`config.mk`:
```
export PLATFORM = sky130hd
export DESIGN_NAME = result_sequencer_flat
export DESIGN_NICKNAME = d
export VERILOG_FILES = /design/src/rtl/result_sequencer_if.sv /design/src/rtl/result_sequencer.sv /design/src/flat_wrapper.sv
export SDC_FILE = /design/constraint.sdc
export NUM_CORES = 1
export LEC_CHECK = 0
export ABC_AREA = 1
export CAP_MARGIN = 10
export CORE_UTILIZATION = 54
export CTS_BUF_LIST = sky130_fd_sc_hd__clkbuf_4 sky130_fd_sc_hd__clkbuf_8
export DETAILED_ROUTE_END_ITERATION = 7
export PLACE_DENSITY = 0.83
export SLEW_MARGIN = 30
export SYNTH_ARGS = -nofsm -noshare
export SYNTH_HDL_FRONTEND = slang
export SYNTH_SLANG_ARGS = --single-unit
```
`constraint.sdc`:
```
create_clock -name clk -period 1.61 [get_ports clk]
set_input_delay 0.161 -clock clk [delete_from_list [all_inputs] [get_ports clk]]
set_output_delay 0.161 -clock clk [all_outputs]
set_load 0.03 [all_outputs]
```
`src/rtl/result_sequencer_if.sv`:
```
// Bundles the channel inputs, the DIRECT/SCAN controls and the streaming
// output handshake for result_sequencer. The master side drives the inputs.
interface result_sequencer_if #(
    parameter int DATA_WIDTH   = 8,
    parameter int NUM_CHANNELS = 4,
    parameter int SEL_WIDTH    = 2
);
    logic [NUM_CHANNELS*DATA_WIDTH-1:0] ch_data;
    logic [SEL_WIDTH-1:0]               sel;
    logic                               mode;
    logic                               start;
    logic                               out_ready;
    logic [DATA_WIDTH-1:0]              data_out;
    logic [SEL_WIDTH-1:0]               out_sel;
    logic                               out_valid;
    logic                               out_last;
    logic                               busy;
    logic                               done;

    modport master (
        output ch_data, sel, mode, start, out_ready,
        input  data_out, out_sel, out_valid, out_last, busy, done
    );

    modport slave (
        input  ch_data, sel, mode, start, out_ready,
        output data_out, out_sel, out_valid, out_last, busy, done
    );
endinterface

```
`src/rtl/result_sequencer.sv`:
```
// Result output selector: a registered channel mux in DIRECT mode, or a
// snapshot-and-stream engine with valid/ready handshaking in SCAN mode.
module result_sequencer #(
    parameter int DATA_WIDTH   = 8,
    parameter int NUM_CHANNELS = 4,
    parameter int SEL_WIDTH    = 2,
    parameter int SCAN_DESCEND = 0
) (
    input  logic                clk,
    input  logic                reset,
    result_sequencer_if.slave   bus
);
    typedef enum logic [1:0] {
        S_IDLE = 2'd0,
        S_SCAN = 2'd1,
        S_DONE = 2'd2
    } state_t;

    localparam logic [SEL_WIDTH-1:0] TOP_CH   = SEL_WIDTH'(NUM_CHANNELS - 1);
    localparam logic [SEL_WIDTH-1:0] FIRST_CH = (SCAN_DESCEND != 0) ? TOP_CH : '0;
    localparam logic [SEL_WIDTH-1:0] LAST_CH  = (SCAN_DESCEND != 0) ? '0 : TOP_CH;

    state_t                             state_q, state_d;
    logic [DATA_WIDTH-1:0]              data_q, data_d;
    logic [SEL_WIDTH-1:0]               sel_q, sel_d;
    logic                               valid_q, valid_d;
    logic                               last_q, last_d;
    logic [NUM_CHANNELS*DATA_WIDTH-1:0] snap_q, snap_d;

    logic                               transfer;
    logic [SEL_WIDTH-1:0]               next_ch;
    logic                               busy;
    logic                               done;

    // Out-of-range indices fall through the loop and yield zero.
    function automatic logic [DATA_WIDTH-1:0] pick(
        input logic [NUM_CHANNELS*DATA_WIDTH-1:0] vec,
        input logic [SEL_WIDTH-1:0]               idx
    );
        logic [DATA_WIDTH-1:0] word;
        word = '0;
        for (int unsigned i = 0; i < NUM_CHANNELS; i++) begin
            if (idx == SEL_WIDTH'(i)) begin
                word = vec[i*DATA_WIDTH +: DATA_WIDTH];
            end
        end
        return word;
    endfunction

    assign transfer = valid_q & bus.out_ready;
    assign next_ch  = (SCAN_DESCEND != 0) ? sel_q - SEL_WIDTH'(1) : sel_q + SEL_WIDTH'(1);

    always_ff @(posedge clk or posedge reset) begin
        if (reset) begin
            state_q <= S_IDLE;
            data_q  <= '0;
            sel_q   <= '0;
            valid_q <= 1'b0;
            last_q  <= 1'b0;
            snap_q  <= '0;
        end else begin
            state_q <= state_d;
            data_q  <= data_d;
            sel_q   <= sel_d;
            valid_q <= valid_d;
            last_q  <= last_d;
            snap_q  <= snap_d;
        end
    end

    always_comb begin
        state_d = state_q;
        case (state_q)
            S_IDLE:  if (bus.mode && bus.start) state_d = S_SCAN;
            S_SCAN:  if (transfer && last_q)    state_d = S_DONE;
            S_DONE:  state_d = S_IDLE;
            default: state_d = S_IDLE;
        endcase
    end

    always_comb begin
        data_d  = data_q;
        sel_d   = sel_q;
        valid_d = valid_q;
        last_d  = last_q;
        snap_d  = snap_q;
        case (state_q)
            S_IDLE: begin
                if (!bus.mode) begin
                    data_d  = pick(bus.ch_data, bus.sel);
                    sel_d   = bus.sel;
                    valid_d = 1'b0;
                    last_d  = 1'b0;
                end else if (bus.start) begin
                    // First beat comes straight from the live inputs, identical to the snapshot.
                    snap_d  = bus.ch_data;
                    data_d  = pick(bus.ch_data, FIRST_CH);
                    sel_d   = FIRST_CH;
                    valid_d = 1'b1;
                    last_d  = (FIRST_CH == LAST_CH);
                end
            end
            S_SCAN: begin
                if (transfer) begin
                    if (last_q) begin
                        valid_d = 1'b0;
                        last_d  = 1'b0;
                    end else begin
                        data_d = pick(snap_q, next_ch);
                        sel_d  = next_ch;
                        last_d = (next_ch == LAST_CH);
                    end
                end
            end
            default: ;
        endcase
    end

    always_comb begin
        busy = (state_q != S_IDLE);
        done = (state_q == S_DONE);
    end

    assign bus.data_out  = data_q;
    assign bus.out_sel   = sel_q;
    assign bus.out_valid = valid_q;
    assign bus.out_last  = last_q;
    assign bus.busy      = busy;
    assign bus.done      = done;
endmodule

```
`src/flat_wrapper.sv`:
```
// flat-port wrapper written by rule: the top's interface ports become plain ports
module result_sequencer_flat 
#(
    parameter int DATA_WIDTH   = 8,
    parameter int NUM_CHANNELS = 4,
    parameter int SEL_WIDTH    = 2,
    parameter int SCAN_DESCEND = 0
)
  (clk, reset, bus_ch_data, bus_sel, bus_mode, bus_start, bus_out_ready, bus_data_out, bus_out_sel, bus_out_valid, bus_out_last, bus_busy, bus_done);
  result_sequencer_if #(.DATA_WIDTH(DATA_WIDTH), .NUM_CHANNELS(NUM_CHANNELS), .SEL_WIDTH(SEL_WIDTH)) bus_i ();
  input  logic clk;
  input  logic reset;
  input wire logic [$bits(bus_i.ch_data)-1:0] bus_ch_data;
  input wire logic [$bits(bus_i.sel)-1:0] bus_sel;
  input wire logic [$bits(bus_i.mode)-1:0] bus_mode;
  input wire logic [$bits(bus_i.start)-1:0] bus_start;
  input wire logic [$bits(bus_i.out_ready)-1:0] bus_out_ready;
  output wire logic [$bits(bus_i.data_out)-1:0] bus_data_out;
  output wire logic [$bits(bus_i.out_sel)-1:0] bus_out_sel;
  output wire logic [$bits(bus_i.out_valid)-1:0] bus_out_valid;
  output wire logic [$bits(bus_i.out_last)-1:0] bus_out_last;
  output wire logic [$bits(bus_i.busy)-1:0] bus_busy;
  output wire logic [$bits(bus_i.done)-1:0] bus_done;
  assign bus_i.ch_data = bus_ch_data;
  assign bus_i.sel = bus_sel;
  assign bus_i.mode = bus_mode;
  assign bus_i.start = bus_start;
  assign bus_i.out_ready = bus_out_ready;
  assign bus_data_out = bus_i.data_out;
  assign bus_out_sel = bus_i.out_sel;
  assign bus_out_valid = bus_i.out_valid;
  assign bus_out_last = bus_i.out_last;
  assign bus_busy = bus_i.busy;
  assign bus_done = bus_i.done;
  result_sequencer #(.DATA_WIDTH(DATA_WIDTH), .NUM_CHANNELS(NUM_CHANNELS), .SEL_WIDTH(SEL_WIDTH), .SCAN_DESCEND(SCAN_DESCEND)) u_core (.clk(clk), .reset(reset), .bus(bus_i));
endmodule
```
==> flow_summary_export.csv <==
group,metric,value,unit
status,status,"finished, final reports clean",
placement,portBuffers,52,
placement,globalplace.congestion,0.889,
yosys,ys_seq_area_frac,0.425,
global_route,grt.overflow.total,0,
floorplanning,start_util,0.567,
setup_path,critical_path_buf_inv_count,1,
timing,fin_crit_sh,0.972,
timing,finalClockSkew,0.0137,ns
clock_tree,post_cts_buffers,0,
clock_tree,cts_root_buf,"clkbuf_8",
global_route,grt_max_degree,47,
global_route,antenna_found_initial,0,
clock_tree,insertion_delay,0.31,ns
yosys,syn_inst,303,
clock_tree,holdBufCountCts,0,
timing,fmax,639,MHz
timing,setup_viol,0,
flow_run,max_cap_violations,0,
yosys,yosysMostFrequentCell,"nand2_1",
setup_path,cpPeakStageDelay,0.68,ns
yosys,synth_top_area_frac,0.425,
yosys,synth_common_cells,"nand2_1 (58), dfrtp_1 (46), nand3_1 (34)",
drt,initialDrtViolationCount,201,
setup_path,worstPathMaxFanout,5,
clock_tree,cts_tree,"built",
clock_tree,max-clock-path-buffers,2,
yosys,synth_area_leaders,"dfrtp_1 (42%), mux2_4 (11%), nand2_1 (8.0%), nand3_1 (6.3%), o21ai_0 (5.2%)",
floorplanning,design.portCount,53,
finish,diodes,0,
timing,final.min_clock_period,1.57,ns
yosys,avgSynthCellArea,8.95,sq um
setup_path,worstSetupPathType,"reg -> out",
timing,worst_slew_pin_slew,0.375,ns
timing,slew_headroom,0.750,
pwr,power.leakage,1.68,nW
placement,hpwl,5220,um
timing,fin_tns_setup,0,ns
yosys,syn_nets,346,
drt,ant_nets,0,
yosys,synth_area_leader_cell,"dfrtp_1",
worst_hold_path,hold_path.class,"in -> async",
finish,final_core_util,0.722,
clock_tree,numClockSinks,46,
floorplanning,die_w,72.9,um
pwr,peakVddDrop,0.000890,V
timing,final-max-slew-violation-count,0,
yosys,postSynth.asyncResetShare,1.00,
finish,area_growth,27.5,%
clock_tree,numCtsBuffers,5,
setup_path,path_cells,"clkdlybuf4s50_1",
floorplanning,rows,25,
finish,drive_gt1_frac,0.213,
pwr,powerDensity,1870,nW/um^2
timing,hold_viol,0,
setup_path,critPathTopFamily,"buffers and inverters",
clock_tree,htree_levels,2,
drt,via_per_inst,5.74,
drt,drt-total-wl,7070,um
timing,rsz0062_at_grt,"false",
yosys,ys_ff_latch,46,
global_route,grt_usage,0.292,
setup_path,cp_slowest_cell,"clkdlybuf4s50_1",
drt,wl_per_cell,16.5,um
yosys,synthesis.area,2710,sq um
global_route,grt_pass1_vias,2389,
drt,drc,0,
finish,nets,404,
floorplanning,core_area,4790,sq um
clock_tree,clkTransAtPathRegs,0.10,ns
yosys,synth_warnings,0,
drt,drt_first_pass_iters,5,
setup_path,endpoint_kind,"output pin",
setup_path,cp-start-kind,"flop",
floorplanning,dieArea,5310,sq um
yosys,synth-edff-count,0,
yosys,yosysUniqueCellTypes,29,
floorplanning,fp.dieH,72.9,um
setup_path,cp.arrival,1.40,ns
setup_path,worstPathRequired,1.45,ns
global_route,grt_pass1_wl,11600,um
drt,num_vias,2462,
yosys,synth_ff_type,"dfrtp_1",
cell type report:
cell class,instances,area [sq um]
well taps,67,83.8
repair buffers,66,656
multi-input cells,211,1350
flip-flops and latches,46,1150
clock buffers,6,82.6
clock inverters,2,12.5
fillers,348,1330
inverters,31,119
cells by family (layout without fill, tap and decap cells):
kind of cell | count (synthesis) | after routing | share of synthesized area
compound gates | 74 | 74 | 0.158
flops | 46 | 46 | 0.425
simple gates | 110 | 110 | 0.196
fa+ha+maj | 4 | 4 | 0.0185
buf+inv | 46 | 105 | 0.0803
mux | 23 | 23 | 0.123
routing by layer:
layer,GRT usage,share of wire
met1,0.387,0.41
met2,0.472,0.48
met3,0.0511,0.070
met4,0.129,0.039
met5,0,0
flip-flops by register name, summed over array words and instances, names as in the netlist:
name                  flops
u_core.bus.data_out       8
u_core.bus.out_sel        2
u_core.state_q            2
u_core.snap_q            32
u_core.bus.out_last       1
u_core.bus.out_valid      1
per-stage QoR:
step,worst slack [ns],hold WS [ns],power (mW),cells,area [sq um]
finish,0.0449,0.177,6.46,429,3460
global route,0.0121,0.214,6.86,429,3460
CTS,0.0205,0.205,6.40,429,3440
detailed placement,0.00499,0.474,5.65,421,3350
global placement,0.0453,0.467,5.52,421,3350
floorplan,0.0507,0.310,4.61,303,2710
power breakdown:
part           switching, mW  internal (mW)
logic                   1.95           1.57
registers              0.430           1.75
clock network          0.413          0.346
cells in the final DEF, fill, tap and decap left out:
master	netlist	layout
o21ai_1	1	2
nor2_2	2	2
inv_2	2	4
buf_12	1	2
ha_1	4	3
clkinv_1	0	1
a21oi_1	26	25
dfrtp_2	0	2
mux2_2	3	3
dlygate4sd2_1	0	2
o21bai_1	7	7
clkbuf_8	0	6
a21oi_2	6	7
o21ai_2	3	3
clkdlybuf4s50_1	0	47
nand2_2	4	4
nor2_1	3	3
o211ai_1	1	1
nand2_4	1	1
inv_4	1	1
nand3_2	1	1
nor3_1	1	1
nand3_1	34	34
buf_4	0	12
o21ai_0	28	27
mux2_4	20	20
dlymetal6s2s_1	0	3
a31oi_1	1	1
nor2_4	6	6
clkinv_2	0	1
a21o_1	1	1
nand2_1	58	58
dfrtp_1	46	44
clkinvlp_4	0	1
inv_1	28	25
ha_2	0	1
path summary, 6_finish.rpt:
check	slack [ns]	depth (start not counted)	to	start
max	0.04	1	bus_out_sel[0]	u_core.bus.out_sel[0]
min	0.18	3	u_core.snap_q[16]	reset
max reg2reg	0.11	7	u_core.bus.out_sel[1]	u_core.state_q[1]
min reg2reg	0.49	2	u_core.snap_q[30]	u_core.snap_q[30]
max in group asynchronous	1.17	3	u_core.bus.out_sel[0]	reset
min in group clk	0.43	3	u_core.snap_q[30]	bus_ch_data[30]
timing repair:
item                                   4_1_cts  5_1_grt
resized for setup                            2        8
endpoints found under the hold margin        0        0
setup endpoints to repair                    2       11
Note: power is estimated with default switching activity, not from simulation.
